`config.mk`:
```
export PLATFORM = sky130hd
export DESIGN_NAME = sprite_animator
export DESIGN_NICKNAME = d
export VERILOG_FILES = /design/src/rtl/sprite_animator.sv
export SDC_FILE = /design/constraint.sdc
export NUM_CORES = 1
export LEC_CHECK = 0
export ABC_AREA = 1
export BUFFER_PORTS_ARGS = -buffer_cell sky130_fd_sc_hd__buf_2
export CORE_AREA = 5 5 126 98
export CTS_CLUSTER_SIZE = 12
export DETAILED_ROUTE_END_ITERATION = 8
export DIE_AREA = 0 0 131 103
export GPL_TIMING_DRIVEN = 1
export MAX_ROUTING_LAYER = met4
export PLACE_DENSITY_LB_ADDON = 0.08
export SLEW_MARGIN = 20
export SYNTH_ARGS = -nofsm -noshare
export SYNTH_HDL_FRONTEND = slang
export SYNTH_SLANG_ARGS = --single-unit
```
`constraint.sdc`:
```
create_clock -name vga_clk -period 6.1 [get_ports vga_clk]
set_input_delay 0.305 -clock vga_clk [delete_from_list [all_inputs] [get_ports vga_clk]]
set_output_delay 0.305 -clock vga_clk [all_outputs]
set_load 0.005 [all_outputs]
```
`src/rtl/sprite_animator.sv`:
```
// Animated sprite renderer: per-frame animation sequencer plus a 3-stage pixel
// pipeline (address -> ROM read -> colour select) with mirroring and colour keying.
module sprite_animator #(
    parameter int SPR_W = 30,
    parameter int SPR_H = 64,
    parameter int NUM_ANIM = 4,
    parameter int FRAMES = 4,
    parameter int HOLD = 6,
    parameter logic [NUM_ANIM-1:0] LOOP_MASK = 4'b0011,
    parameter logic [11:0] KEY_RGB = 12'hD00,
    parameter int ADDR_W = 15,
    localparam int ANIM_W = (NUM_ANIM > 1) ? $clog2(NUM_ANIM) : 1,
    localparam int FRAME_W = (FRAMES > 1) ? $clog2(FRAMES) : 1
) (
    input  logic                vga_clk,
    input  logic                Reset,
    input  logic                frame_start,
    input  logic [ANIM_W-1:0]   anim_sel,
    input  logic                facing_left,
    input  logic [9:0]          sprite_x,
    input  logic [9:0]          sprite_y,
    input  logic [9:0]          draw_x,
    input  logic [9:0]          draw_y,
    input  logic                blank,
    input  logic [11:0]         bg_rgb,
    output logic [ADDR_W-1:0]   rom_addr,
    input  logic [11:0]         rom_rgb,
    output logic [7:0]          Red,
    output logic [7:0]          Green,
    output logic [7:0]          Blue,
    output logic [FRAME_W-1:0]  frame_idx,
    output logic                anim_done
);

    localparam int HOLD_W = (HOLD > 1) ? $clog2(HOLD) : 1;
    localparam logic [HOLD_W-1:0]  HOLD_MAX  = HOLD_W'(HOLD - 1);
    localparam logic [FRAME_W-1:0] FRAME_MAX = FRAME_W'(FRAMES - 1);
    localparam logic signed [11:0] HALF_W    = 12'(SPR_W / 2);
    localparam logic signed [11:0] HALF_H    = 12'(SPR_H / 2);
    localparam logic signed [11:0] SPR_W_S   = 12'(SPR_W);
    localparam logic signed [11:0] SPR_H_S   = 12'(SPR_H);
    localparam logic signed [11:0] SPR_W_M1  = 12'(SPR_W - 1);
    localparam logic [31:0] NF = 32'(FRAMES);
    localparam logic [31:0] NH = 32'(SPR_H);
    localparam logic [31:0] NW = 32'(SPR_W);

    typedef enum logic {PLAY, DONE} state_t;

    state_t              state_q, state_d;
    logic [ANIM_W-1:0]   cur_anim_q, cur_anim_d;
    logic [FRAME_W-1:0]  frame_q, frame_d;
    logic [HOLD_W-1:0]   hold_q, hold_d;
    logic                mirror_q, mirror_d;
    logic [9:0]          sx_q, sx_d, sy_q, sy_d;

    always_ff @(posedge vga_clk) begin
        if (Reset) begin
            state_q    <= PLAY;
            cur_anim_q <= '0;
            frame_q    <= '0;
            hold_q     <= '0;
            mirror_q   <= 1'b0;
            sx_q       <= '0;
            sy_q       <= '0;
        end else begin
            state_q    <= state_d;
            cur_anim_q <= cur_anim_d;
            frame_q    <= frame_d;
            hold_q     <= hold_d;
            mirror_q   <= mirror_d;
            sx_q       <= sx_d;
            sy_q       <= sy_d;
        end
    end

    always_comb begin
        state_d    = state_q;
        cur_anim_d = cur_anim_q;
        frame_d    = frame_q;
        hold_d     = hold_q;
        mirror_d   = mirror_q;
        sx_d       = sx_q;
        sy_d       = sy_q;
        if (frame_start) begin
            mirror_d = facing_left;
            sx_d     = sprite_x;
            sy_d     = sprite_y;
            if (anim_sel != cur_anim_q) begin
                cur_anim_d = anim_sel;
                frame_d    = '0;
                hold_d     = '0;
                state_d    = PLAY;
            end else if (state_q == PLAY) begin
                if (hold_q < HOLD_MAX) begin
                    hold_d = hold_q + HOLD_W'(1);
                end else begin
                    hold_d = '0;
                    if (frame_q < FRAME_MAX)
                        frame_d = frame_q + FRAME_W'(1);
                    else if (LOOP_MASK[cur_anim_q])
                        frame_d = '0;
                    else
                        state_d = DONE;
                end
            end
        end
    end

    assign frame_idx = frame_q;
    assign anim_done = (state_q == DONE);

    // p0: sprite-relative coordinates, hit test and ROM address
    logic signed [11:0] col_p0, row_p0, mcol_p0;
    logic               hit_p0;
    logic [ADDR_W-1:0]  addr_p0;

    always_comb begin
        col_p0  = $signed({2'b00, draw_x}) - ($signed({2'b00, sx_q}) - HALF_W);
        row_p0  = $signed({2'b00, draw_y}) - ($signed({2'b00, sy_q}) - HALF_H);
        hit_p0  = !col_p0[11] && (col_p0 < SPR_W_S) && !row_p0[11] && (row_p0 < SPR_H_S);
        mcol_p0 = mirror_q ? (SPR_W_M1 - col_p0) : col_p0;
        addr_p0 = ADDR_W'(((32'(cur_anim_q) * NF + 32'(frame_q)) * NH
                           + 32'($unsigned(row_p0))) * NW + 32'($unsigned(mcol_p0)));
    end

    // p1: address registered; p2: ROM data arrives; p3: colour registered
    logic        hit_p1, vld_p1, hit_p2, vld_p2;
    logic [11:0] bg_p1, bg_p2, rgb_sel_p2, rgb_p3;

    always_comb begin
        rgb_sel_p2 = 12'h000;
        if (vld_p2)
            rgb_sel_p2 = (!hit_p2 || rom_rgb == KEY_RGB) ? bg_p2 : rom_rgb;
    end

    always_ff @(posedge vga_clk) begin
        if (Reset) begin
            rom_addr <= '0;
            hit_p1   <= 1'b0;
            vld_p1   <= 1'b0;
            hit_p2   <= 1'b0;
            vld_p2   <= 1'b0;
            rgb_p3   <= 12'h000;
        end else begin
            if (hit_p0)
                rom_addr <= addr_p0;
            hit_p1 <= hit_p0;
            vld_p1 <= blank;
            hit_p2 <= hit_p1;
            vld_p2 <= vld_p1;
            rgb_p3 <= rgb_sel_p2;
        end
    end

    always_ff @(posedge vga_clk) begin
        bg_p1 <= bg_rgb;
        bg_p2 <= bg_p1;
    end

    assign Red   = {rgb_p3[11:8], 4'h0};
    assign Green = {rgb_p3[7:4], 4'h0};
    assign Blue  = {rgb_p3[3:0], 4'h0};

endmodule

```
==> reports/results.tsv, run 1 <==
metric	value	unit
critical path depth	25	
final HPWL from detailed placement	10950	um
Max Fclk	0.1794	GHz
number of rows in the core area	34	
final non-filler cell total	1042	
final design instance area without fill	0.006808	sq mm
mean instance size in the synthesized netlist	7.422	sq um
worst min-delay path category	in2reg	
clock-pin slew of the registers on the worst-case setup and hold paths	0.07	ns
DRC violation total after the first TritonRoute iteration	277	
Setup Buffers After CTS	0	
detailed-route DRC error count	0	
status	finished, final reports clean	
total congestion overflow after global routing	0	
post-synthesis to final-layout area growth	15.23	%
Total Neg Setup Slack	0	ns
number of iterations in the first detailed-routing pass	5	
DRT antenna net count	0	
number of buffers on the longest clock path	2	
global-route usage over all layers	21.50	%
most common library cell in the layout ignoring fill and taps	sky130_fd_sc_hd__nor2_1	
sequential element share of the synthesized area	28.46	%
fraction of synthesis flops using an asynchronous set or reset pin	0	%
gate count after technology mapping	796	
critical path capture point type	register	
number of enable flip-flop cells after synthesis	0	
Post-Route WL	13520	um
final-report hold violation count	0	
topmost layer with routed signal wires	met4	
share of the clock period used by the worst path	91.38	%
hold worst-path end	bg_p1[4]	
origin of the worst setup path	sy_q[5]	
placer's final routability congestion estimate	0.8473	
main area contributors after synthesis	sky130_fd_sc_hd__dfxtp_1 28%, sky130_fd_sc_hd__ha_1 12%, sky130_fd_sc_hd__nor2_1 7.9%	
number of buffers inserted during clock tree synthesis	9	
count of distinct cell types in the synthesized netlist	37	
Worst Clk Skew	0.006783	ns
amount of wire on met3 after detailed routing	617	um
proportion of netlist area held by the largest area contributor	28.46	%
top-level I/O count	113	
clock latency at the later pin of the worst-skew pair	0.35	ns
Post-Route M1 WL	7053	um
routed wl met2	5769	um
final critical-path required period	5.574	ns
Yosys warning total	0	
critical-path cell with the highest stage delay	sky130_fd_sc_hd__fa_1	
RR Endpoint	rom_addr[13]	
Crit path required time	6.34	ns
fraction of final layout cells with drive strength greater than 1	14.48	%
Worst slew margin	43.89	%
cell type contributing the most total cell area after synthesis	sky130_fd_sc_hd__dfxtp_1	
Die W	131	um
number of pins exceeding their max-slew limit in the final report	0	
hold-fix buffers at CTS	0	
dpl cells	1026	
routed wirelength normalized by instance count	12.98	um
Arr. time, crit path	5.82	ns
Hold Startpoint	bg_rgb[4]	
Least-Margin Pin Slew	0.8365	ns
total placed instance area	0.006480	sq mm
quantity of I/O buffers inserted on ports	100	
Ant. Diodes	0	
Hold Path Depth	1	
flip-flop and latch count after synthesis	84	
depth of the worst register-to-register path	25	
Reg2Reg Launch Point	sy_q[5]	
antenna violations before repair	0	
setup repair after global routing missed its margin	no	
slack of the worst reg-to-reg path	0.53	ns
wire length of the first global-routing pass	22510	um
routed via count	5122	
effective utilization at floorplan	53.01	%
vias per std cell	4.916	
Vert. Die Dim	103	um
crit path max fanout	4	
combined buffer and inverter count along the critical path	4	
Final Core Density	61.08	%
post-layout net count	1043	
clock tree from TritonCTS	yes	
commonest cells after routing, fill and taps aside	125 x sky130_fd_sc_hd__nor2_1, 116 x sky130_fd_sc_hd__nand2_1, 114 x sky130_fd_sc_hd__inv_1	
cell family contributing the most delay on the critical path	adder cells	
cell area after technology mapping	0.005908	sq mm
Clock Sink Count	84	
vias in the first global route	4952	
Setup CP Type	reg2reg	
sort of element at the start of the critical path	register	
max-cap violations	0	
Root Buffer	sky130_fd_sc_hd__clkbuf_16	
area inside the core boundary	0.01115	sq mm
full die area	0.01349	sq mm
ys flop type	sky130_fd_sc_hd__dfxtp_1	
number of H-tree branching levels	3	
max incr delay on CP	0.56	ns
Final Setup Violations	0	
largest net degree at the start of global routing	42	
==> logic make-up (layout without fill, tap and decap cells) <==
logic type,count (synthesis),after routing,share of synthesized area [%]
xor+xnor,62,62,9.191
fa+ha+maj,79,79,19.65
buf+inv,143,234,10.10
other cells,1,12,0.06347
simple gates,295,295,20.37
flops,84,84,28.46
compound gates,132,132,12.16
==> state kept, by name (all words and copies together), names as in the netlist <==
| register | cells |
|---|---|
| rom_addr | 15 |
| bg_p1 | 12 |
| bg_p2 | 12 |
| rgb_p3 | 12 |
| sx_q | 10 |
| sy_q | 10 |
| hold_q | 3 |
| cur_anim_q | 2 |
| frame_idx | 2 |
| anim_done | 1 |
| hit_p1 | 1 |
| hit_p2 | 1 |
| mirror_q | 1 |
| vld_p1 | 1 |
| vld_p2 | 1 |
==> layer usage <==
layer | GRT usage (%) | vias to the layer above
li1 | - | 2712
met1 | 30.82 | 2283
met2 | 31.44 | 115
met3 | 4.609 | 12
met4 | 4.111 | 0
met5 | - | -
==> metrics by stage <==
stage / hold WS, ns / worst slack (ns)
final: 0.05417 / 0.5260
after global routing: 0.03621 / 0.002000
after detailed placement: 0.3121 / 0.4348
after CTS: 0.04351 / 0.5186
after floorplan: 0.3096 / 0.9232
after global placement: 0.3098 / 0.4988
==> cells in the mapped netlist (all sizes together) (6+ instances only) <==
cell type  instances
nor2             126
nand2            117
inv              116
dfxtp             84
o21ai             57
ha                56
a21oi             55
xor2              41
nand3             31
fa                23
xnor2             21
buf               14
clkbuf            12
nor3              10
o21bai             6
==> worst max path at each step <==
stage / to / slack, ns
floorplan: rom_addr[14] / 0.92
global placement: rom_addr[14] / 0.50
detailed placement: rom_addr[14] / 0.43
CTS: rom_addr[13] / 0.52
global route: rom_addr[13] / 0.002
finish: rom_addr[13] / 0.53
==> layout make-up <==
type / instances / area, sq um
Fill cell: 1025 / 4338
Inverter: 117 / 439.2
Sequential cell: 84 / 1682
Clock buffer: 11 / 252.7
Timing Repair Buffer: 101 / 508.0
Clock inverter: 5 / 67.56
Multi-Input combinational cell: 580 / 3679
Tap cell: 144 / 180.2
==> repair_timing <==
item | in CTS | in global routing
setup endpoints to repair | 0 | 1
gates resized for setup | 0 | 1
hold endpoints to repair | 0 | 0
Power of run 1 is not shown: default switching activity piles up to over one toggle a cycle in this logic, so the estimate is an artifact.
==> run 2, diff against run 1 <==
--- a/config.mk
+++ b/config.mk
@@ -14,6 +14,7 @@
 export GPL_TIMING_DRIVEN = 1
 export MAX_ROUTING_LAYER = met4
 export PLACE_DENSITY_LB_ADDON = 0.08
+export RECOVER_POWER = 100
 export SLEW_MARGIN = 20
 export SYNTH_ARGS = -nofsm -noshare
 export SYNTH_HDL_FRONTEND = slang
==> reports/results.tsv, run 2 (same netlist as run 1, synthesis figures left out) <==
metric	value	unit
status	finished, final reports clean	
global-route usage over all layers	21.50	%
Setup Buffers After CTS	0	
final HPWL from detailed placement	10950	um
worst hold slack	0.05602	ns
Total Neg Setup Slack	0	ns
Worst slew margin	43.63	%
sort of element at the start of the critical path	register	
Max Fclk	0.1798	GHz
Final Setup Violations	0	
post-layout net count	1043	
Largest register FFs	15	
vias per std cell	4.916	
Vert. Die Dim	103	um
number of buffers on the longest clock path	2	
DRT antenna net count	0	
Crit path required time	6.34	ns
area inside the core boundary	0.01115	sq mm
number of rows in the core area	34	
share of the clock period used by the worst path	91.19	%
DRC violation total after the first TritonRoute iteration	250	
routed wirelength normalized by instance count	12.96	um
largest net degree at the start of global routing	42	
met2 usage in global routing	31.44	%
Top reg by flops	rom_addr	
full die area	0.01349	sq mm
Ant. Diodes	0	
Post-Route WL	13510	um
quantity of I/O buffers inserted on ports	100	
Clock Sink Count	84	
final critical-path required period	5.563	ns
number of buffers inserted during clock tree synthesis	9	
antenna violations before repair	0	
wire length of the first global-routing pass	22510	um
vias in the first global route	4952	
number of iterations in the first detailed-routing pass	5	
Least-Margin Pin Slew	0.8403	ns
clock-pin slew of the registers on the worst-case setup and hold paths	0.07	ns
placer's final routability congestion estimate	0.8473	
detailed-route DRC error count	0	
total congestion overflow after global routing	0	
final non-filler cell total	1042	
worst min-delay path category	in2reg	
dpl cells	1026	
fraction of final layout cells with drive strength greater than 1	12.03	%
global routing's busiest layer	met2	
number of H-tree branching levels	3	
clock tree from TritonCTS	yes	
critical path capture point type	register	
routed via count	5122	
number of pins exceeding their max-slew limit in the final report	0	
post-synthesis to final-layout area growth	14.76	%
Setup CP Type	reg2reg	
setup repair after global routing missed its margin	no	
max-cap violations	0	
effective utilization at floorplan	53.01	%
commonest cells after routing, fill and taps aside	126 x sky130_fd_sc_hd__nor2_1, 116 x sky130_fd_sc_hd__nand2_1, 115 x sky130_fd_sc_hd__inv_1	
Worst Clk Skew	0.006728	ns
Root Buffer	sky130_fd_sc_hd__clkbuf_16	
final-report hold violation count	0	
Global Route met1 Usage	30.82	%
crit path max fanout	4	
Arr. time, crit path	5.81	ns
most common library cell in the layout ignoring fill and taps	sky130_fd_sc_hd__nor2_1	
top-level I/O count	113	
Die W	131	um
grt met3 use	4.609	%
clock latency at the later pin of the worst-skew pair	0.34	ns
## run 2: area by class of cell
type	instances	area (sq um)
clock inverter	5	67.56
fill	1037	4365
multi-input combinational	580	3676
clock buffer	11	252.7
sequential	84	1682
timing repair buffer	101	483.0
inverter	117	439.2
tap	144	180.2
## run 2: stage by stage
stage	cell area (sq um)	util, %	setup WS, ns
global placement	6480	58.14	0.4988
floorplan	5949	-	0.9232
detailed placement	6480	58.14	0.4348
global route	6780	60.83	0.002813
finish	6780	60.83	0.5372
CTS	6800	61.01	0.5186
## run 2: critical path, stage by stage, from the launching register on
cell and delay, ns:
sky130_fd_sc_hd__dfxtp_1 0.33, sky130_fd_sc_hd__inv_1 0.08, sky130_fd_sc_hd__ha_1 0.31, sky130_fd_sc_hd__ha_1 0.36
sky130_fd_sc_hd__nand2_1 0.09, sky130_fd_sc_hd__o211ai_1 0.21, sky130_fd_sc_hd__xor2_1 0.32, sky130_fd_sc_hd__fa_1 0.55
sky130_fd_sc_hd__fa_1 0.56, sky130_fd_sc_hd__inv_1 0.05, sky130_fd_sc_hd__fa_1 0.50, sky130_fd_sc_hd__inv_1 0.04
sky130_fd_sc_hd__ha_1 0.34, sky130_fd_sc_hd__a21oi_1 0.16, sky130_fd_sc_hd__o21ai_0 0.13, sky130_fd_sc_hd__a21oi_1 0.21
sky130_fd_sc_hd__xnor2_1 0.11, sky130_fd_sc_hd__ha_1 0.34, sky130_fd_sc_hd__inv_1 0.06, sky130_fd_sc_hd__o21bai_1 0.20
sky130_fd_sc_hd__a21oi_1 0.10, sky130_fd_sc_hd__nor2_1 0.12, sky130_fd_sc_hd__xnor2_1 0.13, sky130_fd_sc_hd__nand2_1 0.06
sky130_fd_sc_hd__nand2_1 0.08, sky130_fd_sc_hd__nor2_1 0.04
## run 2: layer usage
| metal | wire length [um] | share of wire, % |
|---|---|---|
| met5 | 0 | 0 |
| met4 | 100 | 0.74 |
| met3 | 584 | 4.3 |
| met2 | 5764 | 43 |
| met1 | 7055 | 52 |
## run 2: repair_timing
| item | in CTS | in global routing |
|---|---|---|
| setup endpoints to repair | 0 | 1 |
| resized for setup | 0 | 1 |
| hold buffers | 0 | 0 |
## run 2: final timing paths
check                                    end  slack [ns]      start  depth (start not counted)
worst max-delay path            rom_addr[13]        0.54    sy_q[5]                         25
worst min register to register      bg_p2[1]        0.33   bg_p1[1]                          0
worst max register to register  rom_addr[13]        0.54    sy_q[5]                         25
worst min-delay path                bg_p1[4]        0.06  bg_rgb[4]                          1
Power of run 2 is left out for the same reason.
==> run 3, diff against run 2 <==
--- a/config.mk
+++ b/config.mk
@@ -5,12 +5,12 @@
 export SDC_FILE = /design/constraint.sdc
 export NUM_CORES = 1
 export LEC_CHECK = 0
-export ABC_AREA = 1
 export BUFFER_PORTS_ARGS = -buffer_cell sky130_fd_sc_hd__buf_2
-export CORE_AREA = 5 5 126 98
+export CORE_AREA = 5 5 127 99
+export CTS_CLUSTER_DIAMETER = 60
 export CTS_CLUSTER_SIZE = 12
 export DETAILED_ROUTE_END_ITERATION = 8
-export DIE_AREA = 0 0 131 103
+export DIE_AREA = 0 0 132 104
 export GPL_TIMING_DRIVEN = 1
 export MAX_ROUTING_LAYER = met4
 export PLACE_DENSITY_LB_ADDON = 0.08
==> reports/results.tsv, run 3 <==
metric	value	unit
clock tree from TritonCTS	yes	
Worst Clk Skew	0.007780	ns
final critical-path required period	5.879	ns
effective utilization at floorplan	53.32	%
crit path max fanout	3	
final-report hold violation count	0	
number of H-tree branching levels	3	
Die W	132	um
final worst slack	0.2212	ns
DRT antenna net count	0	
Hold Startpoint	bg_rgb[8]	
Final Setup Violations	0	
main area contributors after synthesis	sky130_fd_sc_hd__dfxtp_1 28%, sky130_fd_sc_hd__ha_1 12%, sky130_fd_sc_hd__fa_1 7.7%	
routed wirelength normalized by instance count	14.52	um
gate count after technology mapping	701	
Arr. time, crit path	6.12	ns
post-synthesis to final-layout area growth	18.30	%
global-route usage over all layers	20.39	%
origin of the worst setup path	sy_q[0]	
most common library cell in the layout ignoring fill and taps	sky130_fd_sc_hd__dfxtp_1	
number of pins exceeding their max-slew limit in the final report	30	
max-cap violations	1	
top-level I/O count	113	
most frequent cells after synthesis	84 x sky130_fd_sc_hd__dfxtp_1, 68 x sky130_fd_sc_hd__nor2_1, 62 x sky130_fd_sc_hd__inv_1	
Least-Margin Pin Slew	1.800	ns
Top reg by flops	rom_addr	
Max Fclk	0.1701	GHz
critical-path cell with the highest stage delay	sky130_fd_sc_hd__fa_1	
cell type contributing the most total cell area after synthesis	sky130_fd_sc_hd__dfxtp_1	
sequential element share of the synthesized area	27.98	%
failing checks	max-capacitance violations, max-slew violations	
Worst Setup Slack post-DPL	-0.1183	ns
number of inserted filler cells in the final layout	1011	
full die area	0.01373	sq mm
number of buffers on the longest clock path	2	
clock latency at the later pin of the worst-skew pair	0.34	ns
ys flop type	sky130_fd_sc_hd__dfxtp_1	
routed via count	5090	
Crit path required time	6.34	ns
vias in the first global route	4926	
clock-pin slew of the registers on the worst-case setup and hold paths	0.07	ns
mean instance size in the synthesized netlist	8.575	sq um
flip-flop and latch count after synthesis	84	
largest net degree at the start of global routing	51	
worst min-delay path category	in2reg	
max incr delay on CP	0.56	ns
Clock Sink Count	84	
post-layout net count	962	
count of distinct cell types in the synthesized netlist	60	
Ant. Diodes	0	
Worst slew margin	-20.01	%
number of iterations in the first detailed-routing pass	4	
final HPWL from detailed placement	11170	um
total congestion overflow after global routing	0	
DRC violation total after the first TritonRoute iteration	239	
number of buffers inserted during clock tree synthesis	9	
Root Buffer	sky130_fd_sc_hd__clkbuf_16	
antenna violations before repair	0	
number of enable flip-flop cells after synthesis	0	
combined buffer and inverter count along the critical path	5	
area inside the core boundary	0.01127	sq mm
quantity of I/O buffers inserted on ports	100	
Yosys warning total	0	
Vert. Die Dim	104	um
sort of element at the start of the critical path	register	
Reg2Reg Launch Point	sy_q[0]	
commonest cells after routing, fill and taps aside	82 x sky130_fd_sc_hd__dfxtp_1, 76 x sky130_fd_sc_hd__buf_2, 66 x sky130_fd_sc_hd__nor2_1	
wire length of the first global-routing pass	23140	um
fraction of final layout cells with drive strength greater than 1	17.50	%
Post-Route WL	13950	um
cell area after technology mapping	0.006011	sq mm
cell family contributing the most delay on the critical path	adder cells	
placer's final routability congestion estimate	0.8706	
status	finished, violations left	
share of the clock period used by the worst path	96.37	%
proportion of netlist area held by the largest area contributor	27.98	%
detailed-route DRC error count	0	
fraction of synthesis flops using an asynchronous set or reset pin	0	%
number of rows in the core area	34	
Setup CP Type	reg2reg	
most frequent cell after synthesis	sky130_fd_sc_hd__dfxtp_1	
Largest register FFs	15	
critical path capture point type	register	
vias per std cell	5.297	
==> run 3: worst paths after layout <==
kind	to	slack, ns	cells past startpoint
worst max-delay path	rom_addr[14]	0.22	25
worst min-delay path	bg_p1[8]	0.06	1
worst max register to register	rom_addr[14]	0.22	25
worst min register to register	bg_p2[2]	0.32	0
==> run 3: cell type report <==
type,instances,area [sq um],area share [%]
clock buffer,9,225.2,3.167
clock inverter,7,76.32,1.073
inverter,62,232.7,3.273
multi-input combinational,537,4114,57.86
sequential,84,1684,23.68
tap,144,180.2,2.534
timing repair buffer,118,598.1,8.411
==> run 3: timing repair <==
action                     CTS  global route
pin swaps                    0            16
resized for setup            2            29
setup buffers                0             3
setup endpoints to repair    1             4
hold buffers                 0             0
==> run 3: metrics by stage <==
| stage | area (sq um) | TNS (ns) | util (%) | cells | hold WS (ns) |
|---|---|---|---|---|---|
| 6_report | 7111 | 0 | 63.07 | 961 | 0.06280 |
| 2_1_floorplan | 6052 | 0 | - | 712 | 0.3096 |
| 5_1_grt | 7111 | -0.06639 | 63.07 | 961 | 0.05203 |
| 3_5_place_dp | 6699 | -0.1183 | 59.42 | 942 | 0.3121 |
| 3_3_place_gp | 6699 | 0 | 59.42 | 942 | 0.3103 |
| 4_1_cts | 7008 | 0 | 62.16 | 958 | 0.05346 |
==> run 3: logic make-up (layout without fill, tap and decap cells) <==
| logic type | after synthesis | count (layout) | synth area share, % |
|---|---|---|---|
| buffers and inverters | 91 | 196 | 6.432 |
| xor gates and xnor gates | 61 | 61 | 9.117 |
| AOI/OAI and AO/OA | 152 | 152 | 15.72 |
| other | 1 | 12 | 0.06239 |
| adders and majority gates | 79 | 79 | 19.32 |
| DFF | 84 | 84 | 27.98 |
| and+or+nand+nor | 203 | 203 | 16.36 |
| muxes | 30 | 30 | 5.017 |
==> run 3: routing by layer <==
layer | GRT usage, % | up-vias | routed length [um]
li1 | - | 2627 | -
met1 | 30.14 | 2323 | 7230
met2 | 29.02 | 127 | 5895
met3 | 4.062 | 13 | 722
met4 | 3.891 | 0 | 103
met5 | - | - | 0
Power of run 3 is left out for the same reason.
